## src/rtl/dq_burst_sched.sv

```systemverilog
// Burst scheduler: accepts rank-qualified read/write commands, times each data window
// after CL/CWL and drives DQ/DQS enables, strobes, beat indices and error pulses.
module dq_burst_sched #(
  parameter int unsigned RANKS  = 2,
  parameter int unsigned BL     = 8,
  parameter int unsigned CL     = 11,
  parameter int unsigned CWL    = 9,
  parameter int unsigned RPRE   = 1,
  parameter int unsigned QDEPTH = 4
) (
  input  logic                  clk,
  input  logic                  reset,
  input  logic [RANKS-1:0]      cs_n,
  input  logic                  cmd_rd,
  input  logic                  cmd_wr,
  output logic                  dq_oe,
  output logic                  dqs_oe,
  output logic                  dqs_t_o,
  output logic                  dqs_c_o,
  output logic                  rd_req,
  output logic [$clog2(BL)-1:0] rd_beat,
  output logic                  rd_last,
  output logic                  wr_cap,
  output logic [$clog2(BL)-1:0] wr_beat,
  output logic                  wr_last,
  output logic [RANKS-1:0]      rank_oh,
  output logic                  err_cmd,
  output logic                  err_collision,
  output logic                  err_overflow
);

  localparam int unsigned BEAT_W = $clog2(BL);
  localparam int unsigned LMAX   = (CL > CWL) ? CL : CWL;
  localparam int unsigned DLY_W  = $clog2(LMAX + 1);
  localparam int unsigned BUSY_W = $clog2(LMAX + BL);
  localparam int unsigned CNT_W  = $clog2(QDEPTH + 1);

  // Pending entries: q_dly counts cycles until the entry's first data beat.
  logic [QDEPTH-1:0]             q_vld, q_rd, n_vld, n_rd;
  logic [QDEPTH-1:0][RANKS-1:0]  q_rank, n_rank;
  logic [QDEPTH-1:0][DLY_W-1:0]  q_dly, n_dly;
  logic [BUSY_W-1:0]             busy_rem, n_busy, lat;
  logic                          win_act, win_rd, n_act, n_win_rd;
  logic [RANKS-1:0]              win_rank, n_win_rank, cs_low, st_rank;
  logic [BEAT_W-1:0]             beat, n_beat;
  logic [CNT_W-1:0]              pend;
  logic                          any_cs, one_cs, cmd_bad, cmd_ok, collide, full, accept;
  logic                          st, st_rd, placed, pre;

  always_comb begin
    cs_low  = ~cs_n;
    any_cs  = |cs_low;
    one_cs  = any_cs && ((cs_low & (cs_low - RANKS'(1))) == '0);
    cmd_bad = any_cs && (!one_cs || (cmd_rd && cmd_wr));
    cmd_ok  = one_cs && (cmd_rd ^ cmd_wr);
    lat     = cmd_rd ? BUSY_W'(CL) : BUSY_W'(CWL);
    pend    = '0;
    for (int i = 0; i < QDEPTH; i++) pend = pend + CNT_W'(q_vld[i]);
    collide = cmd_ok && (lat <= busy_rem);
    full    = (pend == CNT_W'(QDEPTH));
    accept  = cmd_ok && !collide && !full;

    // Age entries; the one reaching zero opens its data window next cycle.
    st      = 1'b0;
    st_rd   = 1'b0;
    st_rank = '0;
    n_vld   = q_vld;
    n_rd    = q_rd;
    n_rank  = q_rank;
    for (int i = 0; i < QDEPTH; i++) begin
      n_dly[i] = q_dly[i] - DLY_W'(1);
      if (q_vld[i] && (n_dly[i] == '0)) begin
        n_vld[i] = 1'b0;
        st       = 1'b1;
        st_rd    = q_rd[i];
        st_rank  = q_rank[i];
      end
    end

    placed = 1'b0;
    if (accept && (lat == BUSY_W'(1))) begin
      st      = 1'b1;
      st_rd   = cmd_rd;
      st_rank = cs_low;
    end else if (accept) begin
      for (int i = 0; i < QDEPTH; i++) begin
        if (!q_vld[i] && !placed) begin
          placed    = 1'b1;
          n_vld[i]  = 1'b1;
          n_rd[i]   = cmd_rd;
          n_rank[i] = cs_low;
          n_dly[i]  = DLY_W'(lat - BUSY_W'(1));
        end
      end
    end

    pre = 1'b0;
    for (int i = 0; i < QDEPTH; i++) begin
      if (n_vld[i] && n_rd[i] && (n_dly[i] <= DLY_W'(RPRE))) pre = 1'b1;
    end

    // Window tracking; a new start at BL-1 continues seamlessly with beat 0.
    n_act      = 1'b0;
    n_win_rd   = 1'b0;
    n_win_rank = '0;
    n_beat     = '0;
    if (st) begin
      n_act      = 1'b1;
      n_win_rd   = st_rd;
      n_win_rank = st_rank;
    end else if (win_act && (beat != BEAT_W'(BL - 1))) begin
      n_act      = 1'b1;
      n_win_rd   = win_rd;
      n_win_rank = win_rank;
      n_beat     = beat + BEAT_W'(1);
    end

    if (accept)                n_busy = lat + BUSY_W'(BL - 2);
    else if (busy_rem != '0)   n_busy = busy_rem - BUSY_W'(1);
    else                       n_busy = '0;
  end

  always_ff @(posedge clk) begin
    if (reset) begin
      q_vld         <= '0;
      q_rd          <= '0;
      q_rank        <= '0;
      q_dly         <= '0;
      busy_rem      <= '0;
      win_act       <= 1'b0;
      win_rd        <= 1'b0;
      win_rank      <= '0;
      beat          <= '0;
      dq_oe         <= 1'b0;
      dqs_oe        <= 1'b0;
      dqs_t_o       <= 1'b0;
      dqs_c_o       <= 1'b0;
      rd_req        <= 1'b0;
      rd_beat       <= '0;
      rd_last       <= 1'b0;
      wr_cap        <= 1'b0;
      wr_beat       <= '0;
      wr_last       <= 1'b0;
      rank_oh       <= '0;
      err_cmd       <= 1'b0;
      err_collision <= 1'b0;
      err_overflow  <= 1'b0;
    end else begin
      q_vld         <= n_vld;
      q_rd          <= n_rd;
      q_rank        <= n_rank;
      q_dly         <= n_dly;
      busy_rem      <= n_busy;
      win_act       <= n_act;
      win_rd        <= n_win_rd;
      win_rank      <= n_win_rank;
      beat          <= n_beat;
      dq_oe         <= n_act & n_win_rd;
      rd_req        <= n_act & n_win_rd;
      rd_beat       <= (n_act & n_win_rd) ? n_beat : '0;
      rd_last       <= n_act & n_win_rd & (n_beat == BEAT_W'(BL - 1));
      wr_cap        <= n_act & ~n_win_rd;
      wr_beat       <= (n_act & ~n_win_rd) ? n_beat : '0;
      wr_last       <= n_act & ~n_win_rd & (n_beat == BEAT_W'(BL - 1));
      rank_oh       <= n_win_rank;
      // Preamble only in cycles not already covered by a data window.
      dqs_oe        <= (n_act & n_win_rd) | (pre & ~n_act);
      dqs_t_o       <= n_act & n_win_rd & ~n_beat[0];
      dqs_c_o       <= (n_act & n_win_rd & n_beat[0]) | (pre & ~n_act);
      err_cmd       <= cmd_bad;
      err_collision <= collide;
      err_overflow  <= cmd_ok & ~collide & full;
    end
  end

endmodule

```

## config.mk

```make
export PLATFORM = sky130hd
export DESIGN_NAME = dq_burst_sched
export DESIGN_NICKNAME = d
export VERILOG_FILES = /design/src/rtl/dq_burst_sched.sv
export SDC_FILE = /design/constraint.sdc
export NUM_CORES = 1
export LEC_CHECK = 0
export CAP_MARGIN = 15
export CORE_MARGIN = 2
export CORE_UTILIZATION = 65
export CTS_BUF_LIST = sky130_fd_sc_hd__clkbuf_8
export DETAILED_ROUTE_END_ITERATION = 12
export DONT_BUFFER_PORTS = 1
export GPL_ROUTABILITY_DRIVEN = 0
export PLACE_DENSITY = 0.86
export SLEW_MARGIN = 20
export SYNTH_ARGS = -nofsm -noshare
export SYNTH_HDL_FRONTEND = slang
export SYNTH_SLANG_ARGS = --single-unit
```

## constraint.sdc

```tcl
create_clock -name clk -period 3.5 [get_ports clk]
set_input_delay 0.7 -clock clk [delete_from_list [all_inputs] [get_ports clk]]
set_output_delay 0.7 -clock clk [all_outputs]
set_load 0.01 [all_outputs]
```

==> run metrics, run 1 <==
outcome=completed; Power per Cell Area=610 nW/um^2; clk_lat worst skew=340 ps; GRT overflow=0; # IOs=25; count of flip-flops with a built-in enable after synthesis=0; switching power share of the total=29.2%; buffer depth of the longest clock path=2; kind of start point of the critical path=flip-flop; Cell Rows=24; post-route antenna net violation count=0; initial antenna violation count=0; leading cell type in the layout, fill and taps excluded=sky130_fd_sc_hd__dfxtp_1; global-route wire length before repair=10.0 mm; ordered list of cells on the worst path=fa_1 > ha_1 > ha_1 > or3b_1 > nor2b_1 > and3_1 > a2111oi_0 > o311ai_1 > a31oi_1; share of final-layout standard cells stronger than drive strength 1=10.0%; relative contribution of sequential cells to total power=44.0%; share of the clock period used by the worst path after layout=90.4%; largest driver fanout on the critical path=9; combined buffer and inverter count along the critical path=0; detailed-routing iteration count for the pre-antenna-repair pass=4; standard cell with the maximum stage delay on the critical path=sky130_fd_sc_hd__dfxtp_1; Post-Syn Area=2910 um^2; shortest period the worst path allows=3160 ps; arrival time reported for the critical path endpoint=3430 ps; flip-flop and latch count after synthesis=60; Final Max Tran Viols=0; area of the multi-input gates=1570 um^2; Area Overhead vs Synth=7.52%; unrepaired setup endpoints after global routing=false; main flop type after synthesis=sky130_fd_sc_hd__dfxtp_1; critical path type=flip-flop to flip-flop; CORE AREA=4320 um^2; Num CTS Buffers=9; number of standard cells after synthesis=317; TritonCTS clock tree=built; Die W=70.9 um; Die H=70.9 um; Yosys warning total=0; pin count of the biggest net entering global routing=57; total routing resource utilization after global routing=25.5%; Initial Util=67.3%; Layout fillers=310; count of clock tree sinks=60; nature of the critical path endpoint=flip-flop; Clock transition at path regs=70 ps; number of global-route vias before repair=2197; Post-Route Setup TNS=0 ps; internal power=1.35 mW; number of design-rule violations left by the first detailed-router iteration=120; PostCTS Resize Cnt=0; family with the most delay on the worst path=adder cells; Switch Pwr=0.557 mW; min-delay worst type=input port to flip-flop; area enclosed by the die boundary=5030 um^2; total of buffers placed on input and output ports=0; Max H-tree Level=3; Setup Viol. Count Final=0; part of the Yosys area used for sequential elements=41.3%; Layout Nets=339; detailed-route vias per instance=6.01; highest-count cells in the layout ignoring fill and taps=sky130_fd_sc_hd__dfxtp_1, sky130_fd_sc_hd__nor2_1, sky130_fd_sc_hd__a21oi_1, sky130_fd_sc_hd__inv_1, sky130_fd_sc_hd__nor3_1; final design instance area without fill=3130 um^2; average wire per cell in the routed design=15.8 um; Via Count=2228; Max IR drop VDD=0.413 mV; total wire length=5.87 mm; diodes inserted=0; required time at the worst-slack endpoint=3760 ps; post-place instance area=2910 um^2; clk_skew=7.84 ps; count of different cell masters after synthesis=55; post-synthesis net count=342; Slew @ Worst Pin=643 ps; root cell of the clock tree=sky130_fd_sc_hd__clkbuf_8; Clock power frac=35.0%; DP Wirelength=4.10 mm; Post-CTS Repair Setup Buffers=0; Slew HR=57.1%; share of synthesized flip-flops with an asynchronous set or reset=0%; CP peak stage delay=520 ps; DRC violations left=0; average footprint of a synthesized cell=9.18 um^2; cell repeated most along the worst path=sky130_fd_sc_hd__ha_1; static leakage=1.26 nW; Hold Vio Cnt, Final=0; CTS Hold Bufs=0; storage element area=1200 um^2; power share of the combinational group=21.0%; maximum achievable frequency=316 MHz; maximum capacitance violations=0
## sequential cells by signal (all words and copies together) (netlist names), 2 cells and up
signal and count:
q_rank 8, q_dly 16, beat 3, q_rd 4, win_rank 2, q_vld 4, busy_rem 5, wr_beat 3
rd_beat 3
## stage by stage
step           hold slack [ps]  instances  utilization [%]  total power [mW]  setup slack [ps]
6_report                   430        371             72.4              1.91               335
5_1_grt                    415        371             72.4              2.02              55.4
4_1_cts                    417        371             72.3              1.92               360
3_5_place_dp               477        355             67.3              1.25               380
3_3_place_gp               460        355             67.3              1.22               565
2_1_floorplan              446        317                -              1.18               680
## layout make-up
cell class                      instances  area share [%]
Clock buffer                           10            4.40
Clock inverter                          6            2.52
Inverter                               21            2.52
Multi-Input combinational cell        222            50.1
Sequential cell                        60            38.4
Tap cell                               52            2.08
## power by group through the flow
stage / logic [mW] / registers [mW] / clock network (mW)
after global routing: 0.461 / 0.853 / 0.709
after CTS: 0.399 / 0.839 / 0.677
final: 0.400 / 0.840 / 0.668
after global placement: 0.375 / 0.848 / 0
after detailed placement: 0.393 / 0.853 / 0
after floorplan: 0.346 / 0.834 / 0
## routing by layer
layer | GRT usage [%] | part of all wire, % | vias to the layer above
met3 | 8.40 | 4.9 | 11
li1 | - | - | 1130
met1 | 31.1 | 44 | 1022
met2 | 41.2 | 50 | 65
met5 | 0 | 0 | -
met4 | 11.3 | 1.9 | 0
## Yosys cell counts (2+ instances only)
| library cell | n | share of area, % |
|---|---|---|
| sky130_fd_sc_hd__a2111oi_2 | 3 | 1.5 |
| sky130_fd_sc_hd__a211oi_1 | 10 | 2.6 |
| sky130_fd_sc_hd__a21oi_1 | 23 | 4.0 |
| sky130_fd_sc_hd__a22oi_1 | 2 | 0.52 |
| sky130_fd_sc_hd__a311oi_1 | 2 | 0.60 |
| sky130_fd_sc_hd__and3_1 | 6 | 1.3 |
| sky130_fd_sc_hd__and4_1 | 2 | 0.60 |
| sky130_fd_sc_hd__buf_2 | 3 | 0.52 |
| sky130_fd_sc_hd__clkbuf_1 | 9 | 1.2 |
| sky130_fd_sc_hd__dfxtp_1 | 60 | 41 |
| sky130_fd_sc_hd__ha_1 | 18 | 7.7 |
| sky130_fd_sc_hd__inv_1 | 21 | 2.7 |
| sky130_fd_sc_hd__nand2_1 | 13 | 1.7 |
| sky130_fd_sc_hd__nand2b_1 | 4 | 0.86 |
| sky130_fd_sc_hd__nand3_1 | 6 | 1.0 |
| sky130_fd_sc_hd__nand4_1 | 6 | 1.3 |
| sky130_fd_sc_hd__nand4b_1 | 2 | 0.60 |
| sky130_fd_sc_hd__nor2_1 | 46 | 5.9 |
| sky130_fd_sc_hd__nor2b_1 | 6 | 1.3 |
| sky130_fd_sc_hd__nor3_1 | 23 | 4.0 |
| sky130_fd_sc_hd__nor4_1 | 2 | 0.43 |
| sky130_fd_sc_hd__nor4b_4 | 2 | 1.6 |
| sky130_fd_sc_hd__o21a_1 | 3 | 0.77 |
| sky130_fd_sc_hd__o21ai_0 | 4 | 0.69 |
| sky130_fd_sc_hd__o31ai_1 | 2 | 0.52 |
| sky130_fd_sc_hd__xnor2_1 | 8 | 2.4 |
| sky130_fd_sc_hd__xor2_1 | 3 | 0.90 |
## kinds of logic after synthesis
kind of cell / after synthesis / share of synthesized area (%)
XOR/XNOR: 11 / 3.31
flip-flops: 60 / 41.3
AO/OA/AOI/OAI: 65 / 18.3
adder cells (fa/ha/maj): 19 / 8.42
buffers and inverters: 35 / 5.03
multiplexers: 1 / 0.344
AND/OR/NAND/NOR: 126 / 23.4
## final timing paths
check | start | cells after the start | to | slack, ps
min | reset | 1 | win_act | 430
min reg2reg | q_rank[4] | 2 | q_rank[4] | 480
max reg2reg | q_vld[0] | 9 | dqs_oe | 340
max | q_vld[0] | 9 | dqs_oe | 340
Note: power is estimated with default switching activity, not from simulation.
==> inputs of run 2 (changes only) <==
CAP_MARGIN = unset   (was 15)
CTS_CLUSTER_SIZE = 24   (was unset)
==> results of run 2 <==
The final DEF is identical to that of run 1; final timing and power are the same.
